--- src/rtl/ctrl_pkg.sv ---
// Shared types and constants for the systolic array control sequencer.
package ctrl_pkg;

    typedef enum logic [1:0] {
        IDLE  = 2'd0,
        RUN   = 2'd1,
        DRAIN = 2'd2,
        DONE  = 2'd3
    } ctrl_state_t;

    // B operand layout selector values
    localparam logic B_COL_K = 1'b0;
    localparam logic B_ROW_K = 1'b1;

    localparam int unsigned CTRL_PERF_W = 32;

    typedef logic [CTRL_PERF_W-1:0] perf_cnt_t;

endpackage

--- src/rtl/ctrl_loop_cnt.sv ---
// Three-level nested loop counter (r outermost, then c, then k innermost).
module ctrl_loop_cnt #(
    parameter int unsigned CNT_W = 16
) (
    input  logic             clk,
    input  logic             rst,
    input  logic             clear,
    input  logic             advance,
    input  logic [CNT_W-1:0] lim_k,
    input  logic [CNT_W-1:0] lim_c,
    input  logic [CNT_W-1:0] lim_r,
    output logic [CNT_W-1:0] k_cnt,
    output logic [CNT_W-1:0] c_cnt,
    output logic [CNT_W-1:0] r_cnt,
    output logic             tile_last,
    output logic             job_last
);

    logic c_last;
    logic r_last;

    // Terminal-count flags for each loop level
    always_comb begin
        tile_last = (k_cnt == lim_k - CNT_W'(1));
        c_last    = (c_cnt == lim_c - CNT_W'(1));
        r_last    = (r_cnt == lim_r - CNT_W'(1));
        job_last  = tile_last && c_last && r_last;
    end

    // Nested increment with wrap to zero at each level's limit
    always_ff @(posedge clk) begin
        if (rst || clear) begin
            k_cnt <= '0;
            c_cnt <= '0;
            r_cnt <= '0;
        end else if (advance) begin
            if (tile_last) begin
                k_cnt <= '0;
                if (c_last) begin
                    c_cnt <= '0;
                    if (r_last) begin
                        r_cnt <= '0;
                    end else begin
                        r_cnt <= r_cnt + CNT_W'(1);
                    end
                end else begin
                    c_cnt <= c_cnt + CNT_W'(1);
                end
            end else begin
                k_cnt <= k_cnt + CNT_W'(1);
            end
        end
    end

endmodule

--- src/rtl/systolic_ctrl.sv ---
// Address/init sequencer for an N1 x N2 systolic matrix-multiply array.
// Optional feature macro: CTRL_PERF_CNT_EN adds the stall_cycles counter port.
module systolic_ctrl
    import ctrl_pkg::*;
#(
    parameter int unsigned N1           = 4,
    parameter int unsigned N2           = 4,
    parameter int unsigned MATRIXSIZE_W = 16,
    parameter int unsigned ADDR_W       = 16
) (
    input  logic                    clk,
    input  logic                    rst,
    input  logic                    start,
    input  logic [MATRIXSIZE_W-1:0] M1dN1,
    input  logic [MATRIXSIZE_W-1:0] M2,
    input  logic [MATRIXSIZE_W-1:0] M3dN2,
    input  logic [ADDR_W-1:0]       a_base,
    input  logic [ADDR_W-1:0]       b_base,
    input  logic                    b_kmajor,
    input  logic                    stall,
    output logic                    rd_en,
    output logic [ADDR_W-1:0]       rd_addr_A,
    output logic [ADDR_W-1:0]       rd_addr_B,
    output logic [N1*N2-1:0]        init,
    output logic                    busy,
    output logic                    done
`ifdef CTRL_PERF_CNT_EN
    ,
    output logic [CTRL_PERF_W-1:0]  stall_cycles
`endif
);

    localparam int unsigned MW        = MATRIXSIZE_W;
    localparam int unsigned DRAIN_LEN = N1 + N2;
    localparam int unsigned DRAIN_W   = $clog2(DRAIN_LEN);
    // Stage N1+N2 coincides with the final drain cycle and drives no PE,
    // so only stages 1..N1+N2-1 are held in the register.
    localparam int unsigned SR_W      = N1 + N2 - 1;
    localparam int unsigned FULL_W    = ((ADDR_W > 2 * MW) ? ADDR_W : 2 * MW) + 1;

    ctrl_state_t         state;
    logic [MW-1:0]       m1_q;
    logic [MW-1:0]       m2_q;
    logic [MW-1:0]       m3_q;
    logic [ADDR_W-1:0]   a_base_q;
    logic [ADDR_W-1:0]   b_base_q;
    logic                b_kmajor_q;
    logic [DRAIN_W-1:0]  drain_cnt;
    logic [SR_W-1:0]     skew_sr;

    logic [MW-1:0]       k_cnt;
    logic [MW-1:0]       c_cnt;
    logic [MW-1:0]       r_cnt;
    logic                tile_last;
    logic                job_last;

    logic                start_acc;
    logic                zero_dim;
    logic                issue;
    logic                tile_evt;
    logic [FULL_W-1:0]   addr_a_full;
    logic [FULL_W-1:0]   addr_b_full;

    // Handshake and issue qualifiers
    always_comb begin
        start_acc = (state == IDLE) && start;
        zero_dim  = (M1dN1 == '0) || (M2 == '0) || (M3dN2 == '0);
        issue     = (state == RUN) && !stall;
        tile_evt  = issue && tile_last;
        rd_en     = issue;
    end

    ctrl_loop_cnt #(
        .CNT_W (MW)
    ) u_loop_cnt (
        .clk       (clk),
        .rst       (rst),
        .clear     (start_acc),
        .advance   (issue),
        .lim_k     (m2_q),
        .lim_c     (m3_q),
        .lim_r     (m1_q),
        .k_cnt     (k_cnt),
        .c_cnt     (c_cnt),
        .r_cnt     (r_cnt),
        .tile_last (tile_last),
        .job_last  (job_last)
    );

    // Operand addresses at full width, wrapping modulo 2^ADDR_W
    always_comb begin
        addr_a_full = FULL_W'(a_base_q) + FULL_W'(r_cnt) * FULL_W'(m2_q) + FULL_W'(k_cnt);
        addr_b_full = FULL_W'(b_base_q) + FULL_W'(c_cnt) * FULL_W'(m2_q) + FULL_W'(k_cnt);
        case (b_kmajor_q)
            B_COL_K: addr_b_full = FULL_W'(b_base_q) + FULL_W'(c_cnt) * FULL_W'(m2_q) + FULL_W'(k_cnt);
            B_ROW_K: addr_b_full = FULL_W'(b_base_q) + FULL_W'(k_cnt) * FULL_W'(m3_q) + FULL_W'(c_cnt);
        endcase
        rd_addr_A = ADDR_W'(addr_a_full);
        rd_addr_B = ADDR_W'(addr_b_full);
    end

    // Control FSM with configuration latch and registered busy/done
    always_ff @(posedge clk) begin
        if (rst) begin
            state      <= IDLE;
            busy       <= 1'b0;
            done       <= 1'b0;
            drain_cnt  <= '0;
            m1_q       <= '0;
            m2_q       <= '0;
            m3_q       <= '0;
            a_base_q   <= '0;
            b_base_q   <= '0;
            b_kmajor_q <= B_COL_K;
        end else begin
            done <= 1'b0;
            case (state)
                IDLE: begin
                    if (start) begin
                        m1_q       <= M1dN1;
                        m2_q       <= M2;
                        m3_q       <= M3dN2;
                        a_base_q   <= a_base;
                        b_base_q   <= b_base;
                        b_kmajor_q <= b_kmajor;
                        if (zero_dim) begin
                            state <= DONE;
                            done  <= 1'b1;
                        end else begin
                            state <= RUN;
                            busy  <= 1'b1;
                        end
                    end
                end
                RUN: begin
                    if (issue && job_last) begin
                        state     <= DRAIN;
                        drain_cnt <= '0;
                    end
                end
                DRAIN: begin
                    if (!stall) begin
                        if (drain_cnt == DRAIN_W'(DRAIN_LEN - 1)) begin
                            state <= DONE;
                            busy  <= 1'b0;
                            done  <= 1'b1;
                        end else begin
                            drain_cnt <= drain_cnt + DRAIN_W'(1);
                        end
                    end
                end
                DONE: begin
                    state <= IDLE;
                end
                default: begin
                    state <= IDLE;
                end
            endcase
        end
    end

    // Init skew line: tile-end events ripple one stage per unstalled cycle
    always_ff @(posedge clk) begin
        if (rst) begin
            skew_sr <= '0;
        end else if (!stall) begin
            skew_sr <= SR_W'({skew_sr, tile_evt});
        end
    end

    // PE(i,j) sees the tile-end event i+j+1 advancing cycles later
    always_comb begin
        init = '0;
        for (int i = 0; i < int'(N1); i++) begin
            for (int j = 0; j < int'(N2); j++) begin
                init[i*int'(N2)+j] = skew_sr[i+j];
            end
        end
    end

`ifdef CTRL_PERF_CNT_EN
    // Saturating count of stalled RUN/DRAIN cycles, cleared per job
    always_ff @(posedge clk) begin
        if (rst || start_acc) begin
            stall_cycles <= '0;
        end else if (((state == RUN) || (state == DRAIN)) && stall && (stall_cycles != '1)) begin
            stall_cycles <= stall_cycles + CTRL_PERF_W'(1);
        end
    end
`else
    // No stall statistics in this build
`endif

endmodule

--- config.mk ---
export PLATFORM = sky130hd
export DESIGN_NAME = systolic_ctrl
export DESIGN_NICKNAME = d
export VERILOG_FILES = /design/src/rtl/ctrl_pkg.sv /design/src/rtl/ctrl_loop_cnt.sv /design/src/rtl/systolic_ctrl.sv
export SDC_FILE = /design/constraint.sdc
export NUM_CORES = 1
export LEC_CHECK = 0
export ABC_CLOCK_PERIOD_IN_PS = 8100
export BUFFER_PORTS_ARGS = -buffer_cell sky130_fd_sc_hd__buf_4
export CELL_PAD_IN_SITES_DETAIL_PLACEMENT = 1
export CELL_PAD_IN_SITES_GLOBAL_PLACEMENT = 1
export CORE_MARGIN = 3
export CORE_UTILIZATION = 35
export CTS_BUF_LIST = sky130_fd_sc_hd__clkbuf_4 sky130_fd_sc_hd__clkbuf_8
export CTS_CLUSTER_DIAMETER = 120
export DETAILED_ROUTE_END_ITERATION = 8
export PLACE_DENSITY_LB_ADDON = 0.1
export SLEW_MARGIN = 40
export SYNTH_ARGS = -nofsm -noshare
export SYNTH_HDL_FRONTEND = slang
export SYNTH_SLANG_ARGS = --single-unit
export TNS_END_PERCENT = 50
--- constraint.sdc ---
create_clock -name clk -period 8.1 [get_ports clk]
set_input_delay 1.62 -clock clk [delete_from_list [all_inputs] [get_ports clk]]
set_output_delay 1.62 -clock clk [all_outputs]
set_load 0.05 [all_outputs]
After elaboration in Yosys (flattened, before gate mapping)
Cells that the tools add are included.
Storage, ports and cells
  output and inout bits: 51
  bits of input ports: 85
  logic and storage cells: 90
  bits in registers: 143
Operators by class
  mux-type cells: 24
  add/subtract/negate cells: 13
  reduce and logical (&&, ||, !) cells: 22
  multiply operators: 3
  equality and inequality tests: 13
  bitwise logic cells: 1
Operators by type and width (number)
  16-bit adder: 6
  16-bit by 1-bit adder with 16-bit output (second input constant): 3
  16-bit == test: 3
  16-bit zero test: 3
  16-bit by 16-bit multiplier with 16-bit output: 3
  16-bit 2-to-1 mux: 3
  16-bit by 1-bit subtractor with 16-bit output (second input constant): 3
  16-bit one-hot mux with 2 select lines: 1
  2-bit 2-to-1 mux: 5
  2-bit != test (second input constant): 5
  3-bit 2-to-1 mux: 3
  1-bit 2-to-1 mux: 8
  2-bit one-hot mux with 4 select lines: 1
  4-bit AND reduction: 2
  1-bit logical AND: 6
  3-bit one-hot mux with 2 select lines: 1
  5-bit AND reduction: 1
  2-bit == test (second input constant): 2
  1-bit one-hot mux with 2 select lines: 2
  2-bit AND reduction: 2
  2-bit nonzero test: 2
  3-bit by 1-bit adder with 3-bit output (second input constant): 1
  3-bit == test (second input constant): 1
  1-bit logical OR: 3
  other kinds (6): 6

Logic depth before layout (Yosys ltp)
  depth after elaboration: 7
  gate-level depth with buffers: 24
  gate-level depth less buffers: 22

Hierarchy
A second synthesis with hierarchy kept.
Second synthesis, totals
  cells, all modules: 2740
  area total of the unflattened synthesis: 22415.2 µm²
By module, submodules not included
  systolic_ctrl: area an instance 18133.6 µm², sequential area each 1901.8 µm², instances 1, cells each 2161
  ctrl_loop_cnt: area an instance 4281.6 µm², sequential area each 960.9 µm², instances 1, cells each 579

Worst setup path before layout
No wires, ideal clock.
  path type: reg2out
  start point: register m3_q[1]
  end point: output port rd_addr_B[15]
  path buffers: 2
  path slack: 0.466 ns
  stages on the path, launching flop included: 21
  data arrival time: 6.014 ns
  data required time: 6.480 ns
  path through: dfxtp_1 > clkbuf_1 > inv_1 > clkbuf_1 > nor2_1 > fa_1 > inv_1 > fa_1 > fa_1 > fa_1 > inv_1 > fa_1 > inv_1 > fa_1 > inv_1 > ha_1 > and3_1 > a31o_2 > o41ai_1 > xnor2_1 > a21oi_1
On the way
  word-level cells in the longest chain between the ends: 4
RTL lines
  from (decl): RTL line systolic_ctrl.sv:44  | logic [MW-1:0] m3_q;
  from (signal assigned): RTL line systolic_ctrl.sv:122  | m3_q <= M3dN2;
  16-bit by 16-bit multiplier with 16-bit output: RTL line systolic_ctrl.sv:96  | B_ROW_K: addr_b_full = FULL_W'(b_base_q) + FULL_W'(k_cnt) * FULL_W'(m3_q) + FULL_W'(c_cnt);
  16-bit adder (2 in series): RTL line systolic_ctrl.sv:96
  16-bit one-hot mux with 2 select lines: RTL line systolic_ctrl.sv:94  | case (b_kmajor_q)
  to (decl): RTL line systolic_ctrl.sv:23  | output logic [ADDR_W-1:0] rd_addr_B,
Every way passes these cells.

Worst setup path after layout
  start point: register m2_q[2]
  end point: output port rd_addr_A[15]
On the way
  word-level cells in the longest chain between the ends: 3
RTL lines
  from (decl): RTL line systolic_ctrl.sv:43  | logic [MW-1:0] m2_q;
  from (signal assigned): RTL line systolic_ctrl.sv:110  | m2_q <= '0;
  from (signal assigned): RTL line systolic_ctrl.sv:121  | m2_q <= M2;
  16-bit by 16-bit multiplier with 16-bit output: RTL line systolic_ctrl.sv:92  | addr_a_full = FULL_W'(a_base_q) + FULL_W'(r_cnt) * FULL_W'(m2_q) + FULL_W'(k_cnt);
  16-bit adder (2 in series): RTL line systolic_ctrl.sv:92
  to (decl): RTL line systolic_ctrl.sv:22  | output logic [ADDR_W-1:0] rd_addr_A,
Every way passes these cells.

==> flow_summary.yaml <==
clock_network:
  cts_tree: "yes"
  clockBufferDepth: 2
  cts_buffers: 17
  cts.clk_slew.worst_paths_ns: 0.15
  cts_sinks: 143
  clock_latency_ns: 0.57
  h-tree-depth: 4
  hold_buffers: 0
  ctsRootBufferMaster: "clkbuf_8"
floorplanning:
  pin_count: 136
  chipWidth_um: 258
  num_rows: 91
  core_area_um2: 62300
  dieHeight_um: 258
  die_area_um2: 66600
  start_util_pct: 35.7
finish:
  fillerInstances: 7481
  most-common-layout-cells: "inv_1 (515), nand2_1 (394), fa_1 (324)"
  syn_to_final_growth_pct: 11.5
  final_nets: 3369
  final_cell_area_um2: 24800
  layout_commonest_cell: "inv_1"
  drive_above_1_share_pct: 12.1
  diodes: 0
sta:
  finalCriticalPeriod_ns: 7.82
  finalCritPeriodShare_pct: 96.6
  fin_skew_ns: 0.0539
  setup_tns_ns: 0
  tightest_slew_ns: 0.903
  max_freq_mhz: 128
  rsz0062_at_grt: "no"
  setup_violations: 0
  timing.final.max_slew_violations: 0
  relSlewSlack_pct: 39.2
  finalHoldViolCount: 0
min_path:
  hp-class: "reg2reg"
  hold_path_depth: 2
synth:
  synth_edf_count: 0
  synth-main-ff-cell: "dfxtp_1"
  yosysTopAreaCellShare_pct: 29.2
  synthTopCellsByArea: "fa_1 (29%), dfxtp_1 (13%), ha_1 (9.2%)"
  synth_top_area_cell: "fa_1"
  netlist_area_um2: 22200
  ys_ff_latch: 143
  yosysSeqAreaShare_pct: 12.9
  ys_types: 82
  syn_avg_cell_area_um2: 8.18
  syn_nets: 3293
  synth_cells: 2720
  synthArstFlopShare_pct: 0
  yosys_warnings: 0
critical_path:
  slowest_delay_ns: 0.54
  endpoint_kind: "primary output"
  ff2ff_path_depth: 11
  crit_type: "reg2out"
  required_ns: 6.48
  crit_chain: "buf_4 -> and2_1 -> fa_1 -> inv_1 -> fa_1 -> inv_1 -> fa_1 -> inv_1 -> fa_1 -> inv_1 -> fa_1 -> inv_1 -> fa_1 -> inv_1 -> ha_1 -> o21ai_0 -> nor2_1 -> o41a_1 -> xnor2_1 -> buf_4"
  crit_arrival_ns: 6.20
  startpoint_type: "flip-flop"
  slowest_stage: "fa_1"
  crit_fanout: 18
place:
  dpl_cell_area_um2: 24200
  gp_congestion: 0.872
  dp_hpwl_um: 62300
  io_buffers: 135
power:
  powerDensity_nw_per_um2: 132
  p_leak_nw: 11.3
  p_int_mw: 1.64
  pwr-share-clk_pct: 21.0
  p_total_mw: 3.28
  p_sw_share_pct: 50.1
  seqPwrFrac_pct: 28.6
  vdd_drop_max_mv: 0.184
  combPwrFrac_pct: 50.4
  switchingPower_mw: 1.64
drt:
  firstDrtPassIters: 5
  initialDrtViolationCount: 950
  wl_per_cell_um: 21.0
  ant_nets: 0
  vias_per_cell: 4.98
  num_vias: 18200
  drc: 0
  wl_um: 76400
global_routing:
  antenna_found_initial: 3
  grt_max_degree: 71
  grt.overflow.total: 0
  grt.total_usage_pct: 23.4
  grt_pass1_wl_um: 118000
  grt_pass1_vias: 19700
run_status:
  outcome: "completed"
run:
  maxCapViolations: 0
==> logic make-up after synthesis <==
group | Yosys count | share of synthesized area, %
buffers and inverters | 685 | 11.9
muxes | 16 | 0.748
xor gates and xnor gates | 219 | 8.62
adders and majority gates | 488 | 38.4
DFF | 143 | 12.9
and+or+nand+nor | 926 | 20.9
AOI/OAI and AO/OA | 243 | 6.59
==> what timing repair did <==
item                                   in CTS  in global routing
setup endpoints to repair                   6                  6
endpoints found under the hold margin       0                  0
pin swaps                                   0                  1
gates cloned                                0                  0
setup buffers                               2                  2
gates resized for setup                    14                 32
==> final timing paths <==
path / start / to / slack, ns
worst min-delay path: a_base_q[10]$_SDFFE_PP0P_ / a_base_q[10]$_SDFFE_PP0P_ / 0.46
worst max-delay path: m2_q[2]$_SDFFE_PP0P_ / rd_addr_A[15] / 0.28
worst max register to register: m2_q[0]$_SDFFE_PP0P_ / u_loop_cnt.r_cnt[5]$_SDFFE_PP0P_ / 3.62
worst min register to register: a_base_q[10]$_SDFFE_PP0P_ / a_base_q[10]$_SDFFE_PP0P_ / 0.46
==> sequential cells by signal, indices dropped and copies added (netlist names), 2 cells and up <==
register and flops:
u_loop_cnt.k_cnt 16, drain_cnt 3, m3_q 16, a_base_q 16, b_base_q 16, u_loop_cnt.c_cnt 16
m2_q 16, m1_q 16, skew_sr 7, state 2, u_loop_cnt.r_cnt 16
==> power by group through the flow <==
stage / Sequential (mW) / Combinational (mW) / Clock, mW
6_report: 0.939 / 1.65 / 0.688
2_1_floorplan: 0.851 / 1.16 / 0
3_5_place_dp: 0.954 / 1.65 / 0
5_1_grt: 0.955 / 1.82 / 0.736
3_3_place_gp: 0.947 / 1.61 / 0
4_1_cts: 0.938 / 1.66 / 0.718
==> stage by stage <==
step	util (%)	setup slack, ns	hold slack, ns	std cells
2_1_floorplan	-	0.466	0.436	2720
3_3_place_gp	38.9	0.487	0.445	3609
3_5_place_dp	38.9	0.296	0.452	3610
4_1_cts	39.7	0.0110	0.465	3644
5_1_grt	39.8	0.00245	0.488	3646
6_report	39.8	0.279	0.460	3646
==> synthesized netlist by cell type, types with 23 or more instances <==
library cell / instances
xnor2_1: 166
clkbuf_1: 140
nor3_1: 30
xor2_1: 53
inv_1: 519
dfxtp_1: 143
o21ai_0: 35
nand4_1: 23
ha_1: 164
nor2_1: 122
and2_1: 202
nand2_1: 395
fa_1: 324
a21oi_1: 131
==> per-layer routing <==
layer	share of wire (%)	global-route usage, %	routed length, µm
met5	0	0	0
met4	1.9	5.34	1460
met3	4.9	3.71	3720
met2	47	38.6	35600
met1	47	32.3	35700
==> area by class of cell <==
class | instances | area, µm² | share of cell area [%]
Tap cell | 837 | 1050 | 4.22
Sequential cell | 143 | 2910 | 11.7
Inverter | 524 | 1980 | 8.00
Clock inverter | 15 | 191 | 0.772
Clock buffer | 17 | 234 | 0.943
Timing Repair Buffer | 218 | 1660 | 6.68
Multi-Input combinational cell | 1892 | 16800 | 67.7
==> worst max-delay path: cells and delay by family, from the launching register on <==
family,cells,cell delay (ns)
AO/OA/AOI/OAI,2,0.58
XOR/XNOR,1,0.19
adder cells (fa/ha/maj),7,3.37
buffers and inverters,8,0.79
flip-flops,1,0.44
AND/OR/NAND/NOR,2,0.28
Note: power is estimated with default switching activity, not from simulation.
